$ cat config.mk
export PLATFORM = sky130hd
export DESIGN_NAME = led_blink_ctrl_flat
export DESIGN_NICKNAME = d
export VERILOG_FILES = /design/src/rtl/led_blink_pkg.sv /design/src/rtl/led_blink_ctrl_if.sv /design/src/rtl/led_tick_gen.sv /design/src/rtl/led_blink_ctrl.sv /design/src/flat_wrapper.sv
export SDC_FILE = /design/constraint.sdc
export NUM_CORES = 1
export LEC_CHECK = 0
export BUFFER_PORTS_ARGS = -buffer_cell sky130_fd_sc_hd__clkbuf_2
export CORE_MARGIN = 3
export CORE_UTILIZATION = 35
export DETAILED_ROUTE_END_ITERATION = 6
export PLACE_DENSITY = 0.62
export SKIP_CTS_REPAIR_TIMING = 1
export SLEW_MARGIN = 20
export SYNTH_ARGS = -nofsm -noshare
export SYNTH_HDL_FRONTEND = slang
export SYNTH_SLANG_ARGS = --single-unit
$ cat constraint.sdc
create_clock -name clk -period 1.7 [get_ports clk]
set_input_delay 0.255 -clock clk [delete_from_list [all_inputs] [get_ports clk]]
set_output_delay 0.255 -clock clk [all_outputs]
set_load 0.005 [all_outputs]
$ cat src/rtl/led_blink_pkg.sv
// Shared constants and types for the LED blink controller: GPO word field layout and the phase FSM state.
package led_blink_pkg;

  localparam int unsigned MASK_LSB = 0;
  localparam int unsigned MASK_W   = 4;
  localparam int unsigned PER_LSB  = 4;
  localparam int unsigned PER_W    = 7;
  localparam int unsigned CFG_W    = 11;

  typedef enum logic [1:0] {
    IDLE = 2'd0,
    ON   = 2'd1,
    OFF  = 2'd2
  } blink_state_t;

endpackage

$ cat src/rtl/led_blink_ctrl_if.sv
// Bundle carrying the GPO config word in and the LED drive / phase / restart status out.
interface led_blink_ctrl_if
  import led_blink_pkg::*;
#(
  parameter int unsigned N_LED = 4
);

  logic [CFG_W-1:0] cfg;
  logic [N_LED-1:0] led;
  logic             phase;
  logic             restart;

  modport master (output cfg, input led, input phase, input restart);
  modport slave  (input cfg, output led, output phase, output restart);

endinterface

$ cat src/rtl/led_tick_gen.sv
// Prescaler: emits a one-cycle tick every TICK_CYCLES enabled cycles; clr wins over en.
module led_tick_gen #(
  parameter int unsigned TICK_CYCLES = 1_000_000
) (
  input  logic clk,
  input  logic reset,
  input  logic clr,
  input  logic en,
  output logic tick
);

  localparam int unsigned CNT_W = (TICK_CYCLES > 1) ? $clog2(TICK_CYCLES) : 1;
  localparam logic [CNT_W-1:0] LAST = CNT_W'(TICK_CYCLES - 1);

  logic [CNT_W-1:0] cnt;

  assign tick = en && (cnt == LAST);

  // Counter sits at zero whenever disabled so each run starts a full tick period.
  always_ff @(posedge clk) begin
    if (reset) begin
      cnt <= '0;
    end else if (clr || !en || tick) begin
      cnt <= '0;
    end else begin
      cnt <= cnt + CNT_W'(1);
    end
  end

endmodule

$ cat src/rtl/led_blink_ctrl.sv
// LED blink controller: GPO word gives LED mask and half-period; drives a square-wave blink.
// Build option: define LED_BLINK_ALT_EN to drive odd-indexed LEDs in the opposite phase.
module led_blink_ctrl
  import led_blink_pkg::*;
#(
  parameter int unsigned TICK_CYCLES = 1_000_000,
  parameter int unsigned N_LED       = 4
) (
  input  logic             clk,
  input  logic             reset,
  led_blink_ctrl_if.slave  bus
);

  logic [CFG_W-1:0] cfg_q;
  blink_state_t     state;
  logic [PER_W-1:0] hp_cnt;
  logic             restart_q;

  logic             chg;
  logic             tick;
  logic [PER_W-1:0] per;
  logic [N_LED-1:0] mask;
  logic [N_LED-1:0] led_c;

  assign chg  = (bus.cfg != cfg_q);
  assign per  = cfg_q[PER_LSB +: PER_W];
  assign mask = cfg_q[MASK_LSB +: N_LED];

  led_tick_gen #(
    .TICK_CYCLES(TICK_CYCLES)
  ) u_tick (
    .clk   (clk),
    .reset (reset),
    .clr   (chg),
    .en    (state != IDLE),
    .tick  (tick)
  );

  // Phase FSM; a config change restarts cleanly and outranks a coincident tick/expiry.
  always_ff @(posedge clk) begin
    if (reset) begin
      cfg_q     <= '0;
      state     <= IDLE;
      hp_cnt    <= '0;
      restart_q <= 1'b0;
    end else begin
      cfg_q     <= bus.cfg;
      restart_q <= chg;
      if (chg) begin
        hp_cnt <= '0;
        state  <= (bus.cfg[MASK_LSB +: N_LED] != '0) ? ON : IDLE;
      end else if (tick) begin
        if (hp_cnt == per) begin
          hp_cnt <= '0;
          state  <= (state == ON) ? OFF : ON;
        end else begin
          hp_cnt <= hp_cnt + PER_W'(1);
        end
      end
    end
  end

`ifdef LED_BLINK_ALT_EN
  // Even LEDs light in ON, odd LEDs light in OFF.
  always_comb begin
    led_c = '0;
    for (int i = 0; i < int'(N_LED); i++) begin
      if (state == ON) begin
        led_c[i] = mask[i] & (i % 2 == 0);
      end else if (state == OFF) begin
        led_c[i] = mask[i] & (i % 2 == 1);
      end
    end
  end
`else
  always_comb begin
    led_c = '0;
    if (state == ON) begin
      led_c = mask;
    end
  end
`endif

  assign bus.led     = led_c;
  assign bus.phase   = (state == ON);
  assign bus.restart = restart_q;

endmodule

$ cat src/flat_wrapper.sv
// flat-port wrapper written by rule: the top's interface ports become plain ports
module led_blink_ctrl_flat import led_blink_pkg::*;
#(
  parameter int unsigned TICK_CYCLES = 1_000_000,
  parameter int unsigned N_LED       = 4
)
  (clk, reset, bus_cfg, bus_led, bus_phase, bus_restart);
  led_blink_ctrl_if #(.N_LED(N_LED)) bus_i ();
  input  logic clk;
  input  logic reset;
  input wire logic [$bits(bus_i.cfg)-1:0] bus_cfg;
  output wire logic [$bits(bus_i.led)-1:0] bus_led;
  output wire logic [$bits(bus_i.phase)-1:0] bus_phase;
  output wire logic [$bits(bus_i.restart)-1:0] bus_restart;
  assign bus_i.cfg = bus_cfg;
  assign bus_led = bus_i.led;
  assign bus_phase = bus_i.phase;
  assign bus_restart = bus_i.restart;
  led_blink_ctrl #(.TICK_CYCLES(TICK_CYCLES), .N_LED(N_LED)) u_core (.clk(clk), .reset(reset), .bus(bus_i));
endmodule
* Yosys cells after proc, flatten, opt, wreduce, memory -nomap -nowiden *
Index checks and enable logic that the tools add are counted.

storage, ports and cells
  register bits = 41
  logic and storage cells = 29
  output and inout bits = 6

operators by class
  reduce and logical (&&, ||, !) cells = 11
  equality and inequality tests = 4
  add/subtract/negate cells = 2
  muxes and demuxes = 7

operator list
  operator                                                               count
  20-bit by 1-bit adder with 20-bit output, second input constant        1
  20-bit equality test, second input constant                            1
  11-bit inequality test                                                 1
  2-bit two-way mux                                                      4
  7-bit by 1-bit adder with 7-bit output, second input constant          1
  7-bit equality test                                                    1
  7-bit two-way mux                                                      1
  2-bit nonzero test                                                     3
  4-bit two-way mux                                                      1
  4-bit nonzero test                                                     1
  2-bit OR reduction                                                     2
  2-bit by 1-bit equality test with 1-bit output, second input constant  1
  1-bit logical OR                                                       2
  2-bit AND reduction                                                    1
  1-bit logical AND                                                      1
  1-bit logical NOT                                                      1
  1-bit two-way mux                                                      1

* Depth between registers and ports, before layout *
Gate-level depths: netlist (run 1).

  depth in word-level cells = 5
  gate-level depth with buffers = 7
  mapped depth without buffers = 6

* Modules after synthesis *
Synthesis (run 1) repeated with hierarchy kept, for this count alone.

second synthesis, totals
  cell total of the unflattened synthesis = 202
  area, all modules = 1883.1 um^2

modules (own cells, without submodules)
  module          area each (um^2)  instances  cells an instance
  led_blink_ctrl  980.9             1          98
  led_tick_gen    902.1             1          104

* Least setup slack after synthesis (run 1) *
No wires, ideal clock.

  path kind = reg-to-reg
  start = register u_core.u_tick.cnt[0]
  end = register u_core.state[1]
  library setup time = 0.115 ns
  slack = -0.111 ns
  period minus slack after synthesis = 1.811 ns
  required time = 1.585 ns
  cell stages (with the launch flop) = 7
  path buffers = 0
  arrival time = 1.696 ns
  cell sequence = dfxtp_1 ha_1 and4_1 nand4b_1 or2_1 o21a_1 o21ba_2

between the ends
  longest elaborated chain between the ends = 4

RTL lines
  item                           line                  source
  start, declared                led_tick_gen.sv:15    logic [CNT_W-1:0] cnt;
  start signal, assigned         led_tick_gen.sv:26    cnt <= cnt + CNT_W'(1);
  20-bit equality test           led_tick_gen.sv:17    assign tick = en && (cnt == LAST);
  1-bit logical AND              led_tick_gen.sv:17
  2-bit nonzero test (no line)   -
  2-bit AND reduction (no line)  -
  end signal, assigned           led_blink_ctrl.sv:51  state <= (bus.cfg[MASK_LSB +: N_LED] != '0) ? ON : IDLE;
  end signal, assigned           led_blink_ctrl.sv:55  state <= (state == ON) ? OFF : ON;
  end, declared                  led_blink_ctrl.sv:15  blink_state_t state;

Every way passes these cells.
A chain may end at the register's enable or synchronous reset.

* Worst setup path after layout (run 1) *
  start = register u_core.u_tick.cnt[11]
  end = register u_core.state[1]

Same word-level chain as after synthesis.

==> results of run 1 <==
## report_power, final
group / switching (mW) / total, mW / internal [mW]
clock: 0.326 / 0.649 / 0.322
sequential: 0.0127 / 0.990 / 0.977
combinational: 0.0636 / 0.130 / 0.0666
## flip-flops by register name (all words and copies together) (netlist names)
register / cells
u_core.u_tick.cnt: 20
u_core.cfg_q: 11
u_core.bus.restart: 1
u_core.hp_cnt: 7
u_core.state: 2
## cell families after synthesis
kind of cell | count (synthesis) | share of synthesized area
compound gates | 10 | 0.03694
xor+xnor | 41 | 0.1893
fa+ha+maj | 2 | 0.01319
buf+inv | 9 | 0.02573
flops | 41 | 0.4327
simple gates | 97 | 0.3021
## layer usage
| layer | wire length [µm] | track usage | vias to the layer above | part of all wire |
|---|---|---|---|---|
| met3 | 176 | 0.04063 | 5 | 0.046 |
| met4 | 44 | 0.04124 | 0 | 0.011 |
| met5 | 0 | 0 | - | 0 |
| met2 | 1848 | 0.1962 | 28 | 0.48 |
| met1 | 1776 | 0.1544 | 728 | 0.46 |
| li1 | - | - | 808 | - |
## how the worst max path moves through the flow
stage	slack, ns	cells past startpoint	end
2_1_floorplan	0.002	6	u_core.u_tick.cnt[12]
3_3_place_gp	-0.14	7	u_core.hp_cnt[6]
3_5_place_dp	-0.15	6	u_core.u_tick.cnt[8]
4_1_cts	-0.15	7	u_core.hp_cnt[6]
5_1_grt	-0.13	7	u_core.hp_cnt[5]
6_report	-0.02	6	u_core.state[1]
## worst reg2reg max path: stages (launching register included)
cell and delay [ns]:
dfxtp_2 0.34, nor4_4 0.28, buf_4 0.15, nand4b_1 0.18, or2_4 0.30, o21a_1 0.18, o21ba_2 0.18
## cells in the mapped netlist
| cell | number |
|---|---|
| or3_4 | 1 |
| clkbuf_1 | 2 |
| nor2_4 | 1 |
| nor4b_1 | 1 |
| nand4_1 | 8 |
| nand3b_1 | 1 |
| and2_1 | 4 |
| nor4_2 | 2 |
| o41ai_1 | 1 |
| nor4_1 | 4 |
| and4_1 | 3 |
| nor3_1 | 7 |
| xnor2_1 | 14 |
| xor2_1 | 27 |
| dfxtp_1 | 41 |
| nand4b_2 | 1 |
| nor3b_1 | 1 |
| nor2_1 | 19 |
| a21oi_1 | 2 |
| nand4b_1 | 1 |
| and3_1 | 4 |
| nand3_1 | 10 |
| nor2b_1 | 11 |
| o21ba_2 | 1 |
| a31oi_1 | 1 |
| and4bb_2 | 1 |
| o21a_1 | 2 |
| or2_1 | 1 |
| o21ai_0 | 1 |
| o31ai_1 | 1 |
| ha_1 | 2 |
| nor2_2 | 9 |
| buf_6 | 2 |
| nand2_1 | 7 |
| inv_1 | 5 |
| o21bai_1 | 1 |
## layout make-up
cell class              count  area (µm²)
fillers                   471        2542
inverters                   5       18.77
clock buffers               7       86.33
well taps                  70       87.58
repair buffers             57       390.4
multi-input cells         153        1219
flip-flops and latches     41       828.3
## stage by stage
step / cell area (µm²) / setup TNS [ns]
final: 2630 / -0.06301
after global routing: 2630 / -1.755
after CTS: 2431 / -3.239
after detailed placement: 2345 / -3.483
after global placement: 2345 / -2.828
after floorplan: 1912 / 0
==> impl_metrics.ini, run 1 <==
[setup_path]
critPathTopFamily = simple AND/OR/NAND/NOR gates
r2r_end = u_core.state[1]
worst-path-buf-inv = 1
crit_path_max_incr_delay_ns = 0.34
cp_cell_sequence = nor4_4 -> buf_4 -> nand4b_1 -> or2_4 -> o21a_1 -> o21ba_2
required_ns = 1.89
worstRegToRegCells = 6
end_kind = flip-flop
slowest_stage = dfxtp_2
critPathKind = flip-flop to flip-flop
crit_path_start = u_core.u_tick.cnt[11]
r2r_start = u_core.u_tick.cnt[11]
cp_max_fo = 4
worstSetupStartpointType = flip-flop
arrival_ns = 1.91
r2r_slack_ns = -0.02

[sta]
worstMarginPinSlew_ns = 0.3967
whs_ns = 0.1983
setup_violations = 6
finalClockSkew_ns = 0.003071
rsz0062_at_grt = true
fmax_ghz = 0.5813
post-route-min-period_ns = 1.720
relSlewSlack = 0.7335
fin_crit_sh = 1.012
slew_viol_final = 0
setup_slack_ns = -0.02042
hold_violations = 0

[die]
initial_core_util = 0.3667
core_um2 = 5172
rows = 26
ios = 19
die_w_um = 79.62
fp.dieH_um = 79.62
die_area_um2 = 6339

[global_route]
grt_pass1_vias = 1416
antenna_found_initial = 0
gr-total-overflow = 0
grt_max_degree = 21
grt_pass1_wl_um = 6099
grt.total_usage = 0.1227

[run_status]
outcome = finished with violations
violations = negative setup slack

[clock_network]
cts_tree = built
root_buffer = clkbuf_8
clkTransAtPathRegs_ns = 0.08
cts-buffers-inserted = 5
clkSinkCount = 41
cts.htree.levels = 2
clk_latency_ns = 0.29
clk_path_buf_depth = 2

[pwr]
p_leak_nw = 1.021
power_density_nw_per_um2 = 672.5
p_total_mw = 1.769
irDropWorstVdd_uv = 416.4

[worst_hold_path]
holdPathStages = 2
min-delay-start = bus_cfg[5]
min_path_type = input pin to flip-flop
whs_endpoint = u_core.cfg_q[5]

[placement]
hpwl_um = 2699
dpl_worst_slack_ns = -0.1497
io_buffers = 18
place_congestion = 0.7494
numPlacedInstances = 322

[logic_synthesis]
yosysWarnings = 0
synth_nets = 215
synth_area_leaders = dfxtp_1 (43%), xor2_1 (12%), xnor2_1 (6.5%)
synth_seq_cells = 41
yosysTopAreaCellShare = 0.4327
yosysTopAreaCell = dfxtp_1
ys_seq_area_frac = 0.4327
syn_area_um2 = 1897
synth.distinct_cells = 36
netlist_instances = 200
syn_avg_cell_area_um2 = 9.484

[routing]
wire_per_inst_um = 11.55
via_per_inst = 4.712
routed_wl_um = 3846
firstDrtPassIters = 4
drc = 0
antenna_left = 0
route.vias.total = 1569
dr.first_iter.drc_count = 55

[run]
maxCapViolCount = 0

[final_layout]
fin_util = 0.5085
mostFrequentLayoutCells = buf_4 (37), dfxtp_1 (35), xor2_1 (25)
final_layout_size_suffix_gt1_frac = 0.4183
fin_cells = 333
layout_commonest_cell = buf_4
fin_nets = 278
diodes = 0
synthToLayoutAreaGrowth_pct = 38.65
Note: power is estimated with default switching activity, not from simulation.
==> run 2: changes to the inputs <==
SETUP_SLACK_MARGIN = 0.4   (was unset)
==> run 2 against run 1 <==
Against the previous run:
- the flow still finishes with violations (negative setup slack)
- non-clock buffer count shrank 4
- wire length grew 2.8%
- final cell count shrank 1.5%
- count of clock-buffer cells in the layout is the same
- via count shrank 1.2%
- clock skew grew 0.0057 ns
- fmax shrank 1.6%
- utilization shrank 0.99 points
- combinational power shrank 5%
- total power grew 1.8%
- setup slack lost 0.028 ns
- cell area shrank 2.0%
- largest cell class unchanged
==> impl_metrics.ini, run 2 (synthesis results as in run 1) <==
[routing]
via_per_inst = 4.726
route.vias.total = 1550
wire_per_inst_um = 12.05
dr.first_iter.drc_count = 36
routed_wl_um = 3953
drc = 0
antenna_left = 0
firstDrtPassIters = 4

[worst_hold_path]
min_path_type = input pin to flip-flop

[final_layout]
reg_top3 = u_core.u_tick.cnt (20), u_core.cfg_q (11), u_core.hp_cnt (7)
fin_nets = 272
mostFrequentLayoutCells = buf_4 (34), dfxtp_1 (33), xor2_1 (26)
diodes = 0
fillers = 474
final_layout_size_suffix_gt1_frac = 0.3992
layout_commonest_cell = buf_4
synthToLayoutAreaGrowth_pct = 35.95
regMostFlops = u_core.u_tick.cnt
largest_reg_flops = 20
fin_util = 0.4985

[global_route]
grt_pass1_vias = 1433
antenna_found_initial = 0
grt_pass1_wl_um = 5989
grt.total_usage = 0.1203
gr-total-overflow = 0
grt_max_degree = 21

[setup_path]
worstSetupStartpointType = flip-flop
end_kind = flip-flop
arrival_ns = 1.97
required_ns = 1.92
crit_path_max_incr_delay_ns = 0.48
critPathTopFamily = simple AND/OR/NAND/NOR gates
slowest_stage = or3_4
cp_cell_sequence = xor2_1 -> nor3_1 -> nand4b_2 -> or3_4 -> nor2_2
critPathKind = flip-flop to flip-flop
cp_max_fo = 10
worst-path-buf-inv = 0

[clock_network]
root_buffer = clkbuf_8
clkTransAtPathRegs_ns = 0.07
clkSinkCount = 41
cts-buffers-inserted = 5
clk_path_buf_depth = 2
cts.htree.levels = 2
cts_tree = built
clk_latency_ns = 0.29

[run]
maxCapViolCount = 0

[sta]
fin_crit_sh = 1.028
relSlewSlack = 0.7392
fin_setup_tns_ns = -0.6321
setup_slack_ns = -0.04836
rsz0062_at_grt = true
slew_viol_final = 0
whs_ns = 0.2027
hold_violations = 0
post-route-min-period_ns = 1.748
setup_violations = 23
worstMarginPinSlew_ns = 0.3882
fmax_ghz = 0.5720
finalClockSkew_ns = 0.008790

[die]
die_area_um2 = 6339
initial_core_util = 0.3667
die_w_um = 79.62
fp.dieH_um = 79.62
rows = 26
ios = 19
core_um2 = 5172

[run_status]
outcome = finished with violations
violations = negative setup slack

[pwr]
p_total_mw = 1.800
power_density_nw_per_um2 = 698.1
irDropWorstVdd_uv = 545.8
p_leak_nw = 1.027

[placement]
place_congestion = 0.7287
hpwl_um = 2670
dpl_worst_slack_ns = -0.1381
io_buffers = 18
## run 2: cell types whose count changed in the layout (fill, tap and decap cells not counted), sizes merged
| cell | delta |
|---|---|
| clkinv | +1 |
| buf | -4 |
| or3 | -2 |
## run 2: path summary, 6_finish.rpt
check                        from                   end  slack, ns  cells after the start
max               u_core.cfg_q[7]  u_core.u_tick.cnt[1]      -0.05                      5
min                    bus_cfg[9]       u_core.cfg_q[9]       0.20                      2
max reg2reg       u_core.cfg_q[7]  u_core.u_tick.cnt[1]      -0.05                      5
min reg2reg  u_core.u_tick.cnt[0]  u_core.u_tick.cnt[0]       0.53                      2
## run 2: area by class of cell
type                    count  area (µm²)  area share
clock inverters             1       5.005    0.001941
repair buffers             53       356.6      0.1383
clock buffers               7       96.34     0.03736
multi-input cells         151        1184      0.4590
well taps                  70       87.58     0.03396
flip-flops and latches     41       830.8      0.3222
inverters                   5       18.77    0.007278
## run 2: where the power goes
group / internal [mW] / switching (mW)
Sequential: 0.977 / 0.0127
Combinational: 0.0628 / 0.0601
Clock: 0.367 / 0.321
Total: 1.41 / 0.393
## run 2: routing by layer
| metal | global-route usage | share of wire | vias up |
|---|---|---|---|
| met4 | 0.03608 | 0.015 | 0 |
| li1 | - | - | 803 |
| met1 | 0.1397 | 0.45 | 712 |
| met2 | 0.2095 | 0.49 | 29 |
| met5 | 0 | 0 | - |
| met3 | 0.03837 | 0.043 | 6 |
## run 2: stage by stage
| stage | instances | cell area, µm² |
|---|---|---|
| floorplan | 200 | 1923 |
| global placement | 318 | 2322 |
| detailed placement | 318 | 2322 |
| CTS | 326 | 2424 |
| finish | 328 | 2579 |
| global route | 328 | 2579 |
==> run 3: changes to the inputs <==
ABC_AREA = 1   (was unset)
PLACE_DENSITY = 0.49   (was 0.62)
==> run 3 against run 2 <==
Against the previous run:
- the run now ends clean
- first-iteration DRC count up 61%
- clock skew is 0.0029 ns lower
- combinational power rose by 21%
- highest routed layer unchanged
- wire length is 25% higher
- sequential power shrank 1%
- total power fell by 1.9%
- global-route usage rose by 1.4 points
- fmax increased by 21%
==> impl_metrics.ini, run 3 <==
[global_route]
grt_pass1_vias = 1785
grt_pass1_wl_um = 8031
grt.total_usage = 0.1339
gr-total-overflow = 0
antenna_found_initial = 0
grt_max_degree = 16

[sta]
fin_crit_sh = 0.8515
fin_setup_tns_ns = 0
slew_viol_final = 0
fmax_ghz = 0.6908
rsz0062_at_grt = true
post-route-min-period_ns = 1.448
relSlewSlack = 0.6789
hold_violations = 0
setup_violations = 0
finalClockSkew_ns = 0.005906
worstMarginPinSlew_ns = 0.4780

[setup_path]
slowest_stage = dfxtp_4
end_kind = flip-flop
crit_path_max_incr_delay_ns = 0.36
cp_max_fo = 6
required_ns = 1.93
worstSetupStartpointType = flip-flop
critPathKind = flip-flop to flip-flop
cp_cell_sequence = xnor2_2 -> nand2_4 -> nor2_4 -> nand3_4 -> nor2_8 -> nand3_4 -> buf_6 -> nor2_1
cpMostUsedCell = nand3_4
arrival_ns = 1.67

[pwr]
p_sw_frac = 0.2513
p_int_mw = 1.323
clkPwrFrac = 0.361
p_leak_nw = 1.205
irDropWorstVdd_uv = 279.4
p_sw_mw = 0.4439
power_density_nw_per_um2 = 594.2
power.share.sequential = 0.555
power_frac_comb = 0.084

[logic_synthesis]
yosysTopAreaCell = dfxtp_1
synth_seq_cells = 41
syn_avg_cell_area_um2 = 7.000
syn_area_um2 = 2296
ys_seq_area_frac = 0.3575
netlist_top_cells_count = nand2_1 (82), nor2_1 (61), inv_1 (50)
synth.distinct_cells = 28
synth_nets = 343
synthFlopType = dfxtp_1
netlist_instances = 328
yosysTopAreaCellShare = 0.3575
async_flop_share = 0
synth_area_leaders = dfxtp_1 (36%), nand2_1 (13%), nor2_1 (10%)
yosysWarnings = 0
synth_edf_count = 0
yosysMostFrequentCell = nand2_1

[final_layout]
layout_commonest_cell = nand2_1
diodes = 0
final_layout_size_suffix_gt1_frac = 0.3673
regMostFlops = u_core.u_tick.cnt
mostFrequentLayoutCells = nand2_1 (75), nor2_1 (47), inv_1 (44)
reg_top3 = u_core.u_tick.cnt (20), u_core.cfg_q (11), u_core.hp_cnt (7)
largest_reg_flops = 20
synthToLayoutAreaGrowth_pct = 29.48
fin_nets = 387
fin_cells = 448

[routing]
antenna_left = 0
drc = 0
firstDrtPassIters = 4
routed_wl_um = 4939
route.vias.total = 1984
wire_per_inst_um = 11.02
dr.first_iter.drc_count = 58
via_per_inst = 4.429

[die]
core_um2 = 6131
ios = 19
rows = 28
fp.dieH_um = 86.99
initial_core_util = 0.3745
die_w_um = 86.99
die_area_um2 = 7567

[clock_network]
clkSinkCount = 41
clk_latency_ns = 0.30
cts-buffers-inserted = 5
clk_path_buf_depth = 2
cts.htree.levels = 2
root_buffer = clkbuf_8
cts_tree = built
clkTransAtPathRegs_ns = 0.08

[placement]
io_buffers = 18
numPlacedInstances = 427
place_congestion = 0.7831
hpwl_um = 3571

[run]
maxCapViolCount = 0

[worst_hold_path]
min_path_type = input pin to flip-flop

[run_status]
outcome = complete, no violations
[run 3: layout make-up]
class                           instances  area, µm²
Multi-Input combinational cell        230       1441
Tap cell                               75      93.84
Clock buffer                            8      80.08
Fill cell                             623       3158
Inverter                               54      205.2
Timing Repair Buffer                   40      282.8
Sequential cell                        41      869.6
[run 3: worst paths after layout]
path / startpoint / to / slack [ns] / cells past startpoint
worst max register to register: u_core.cfg_q[6] / u_core.u_tick.cnt[4] / 0.25 / 8
worst min register to register: u_core.u_tick.cnt[0] / u_core.u_tick.cnt[0] / 0.44 / 1
worst max-delay path: u_core.cfg_q[6] / u_core.u_tick.cnt[4] / 0.25 / 8
worst min-delay path: bus_cfg[7] / u_core.cfg_q[7] / 0.18 / 3
[run 3: cell families after synthesis]
group / after synthesis / share of synthesized area
compound gates: 7 / 0.01689
xor+xnor: 20 / 0.07630
fa+ha+maj: 2 / 0.01090
buf+inv: 58 / 0.1030
flops: 41 / 0.3575
simple gates: 200 / 0.4354
[run 3: through the flow]
step | power [mW] | hold WS [ns] | instance area, µm² | utilization | worst slack (ns)
finish | 1.766 | 0.1769 | 2973 | 0.4849 | 0.2525
global route | 1.849 | 0.1760 | 2973 | 0.4849 | 0.1643
CTS | 1.779 | 0.1548 | 2651 | 0.4324 | 0.1294
detailed placement | 1.134 | 0.4378 | 2571 | 0.4194 | 0.1468
global placement | 1.134 | 0.4344 | 2571 | 0.4194 | 0.1490
floorplan | 1.090 | 0.3546 | 2333 | - | 0.3614
[run 3: critical path, delay by kind of cell (launching register included)]
family	cells	cell delay, ns
xor+xnor	1	0.19
buf+inv	1	0.16
flops	1	0.36
simple gates	6	0.67
[run 3: routing by layer]
metal	GRT usage	up-vias	wire length (µm)
li1	-	1086	-
met1	0.1955	875	2607
met2	0.1932	19	2148
met3	0.03122	4	136
met4	0.04249	0	46
met5	0	-	0
[run 3: power groups by stage]
stage          clock network, mW  logic, mW  registers [mW]
4_1_cts                    0.666      0.123           0.989
3_3_place_gp                   0      0.122            1.01
2_1_floorplan                  0     0.0805            1.01
6_report                   0.638      0.149           0.980
3_5_place_dp                   0      0.122            1.01
5_1_grt                    0.698      0.169           0.983
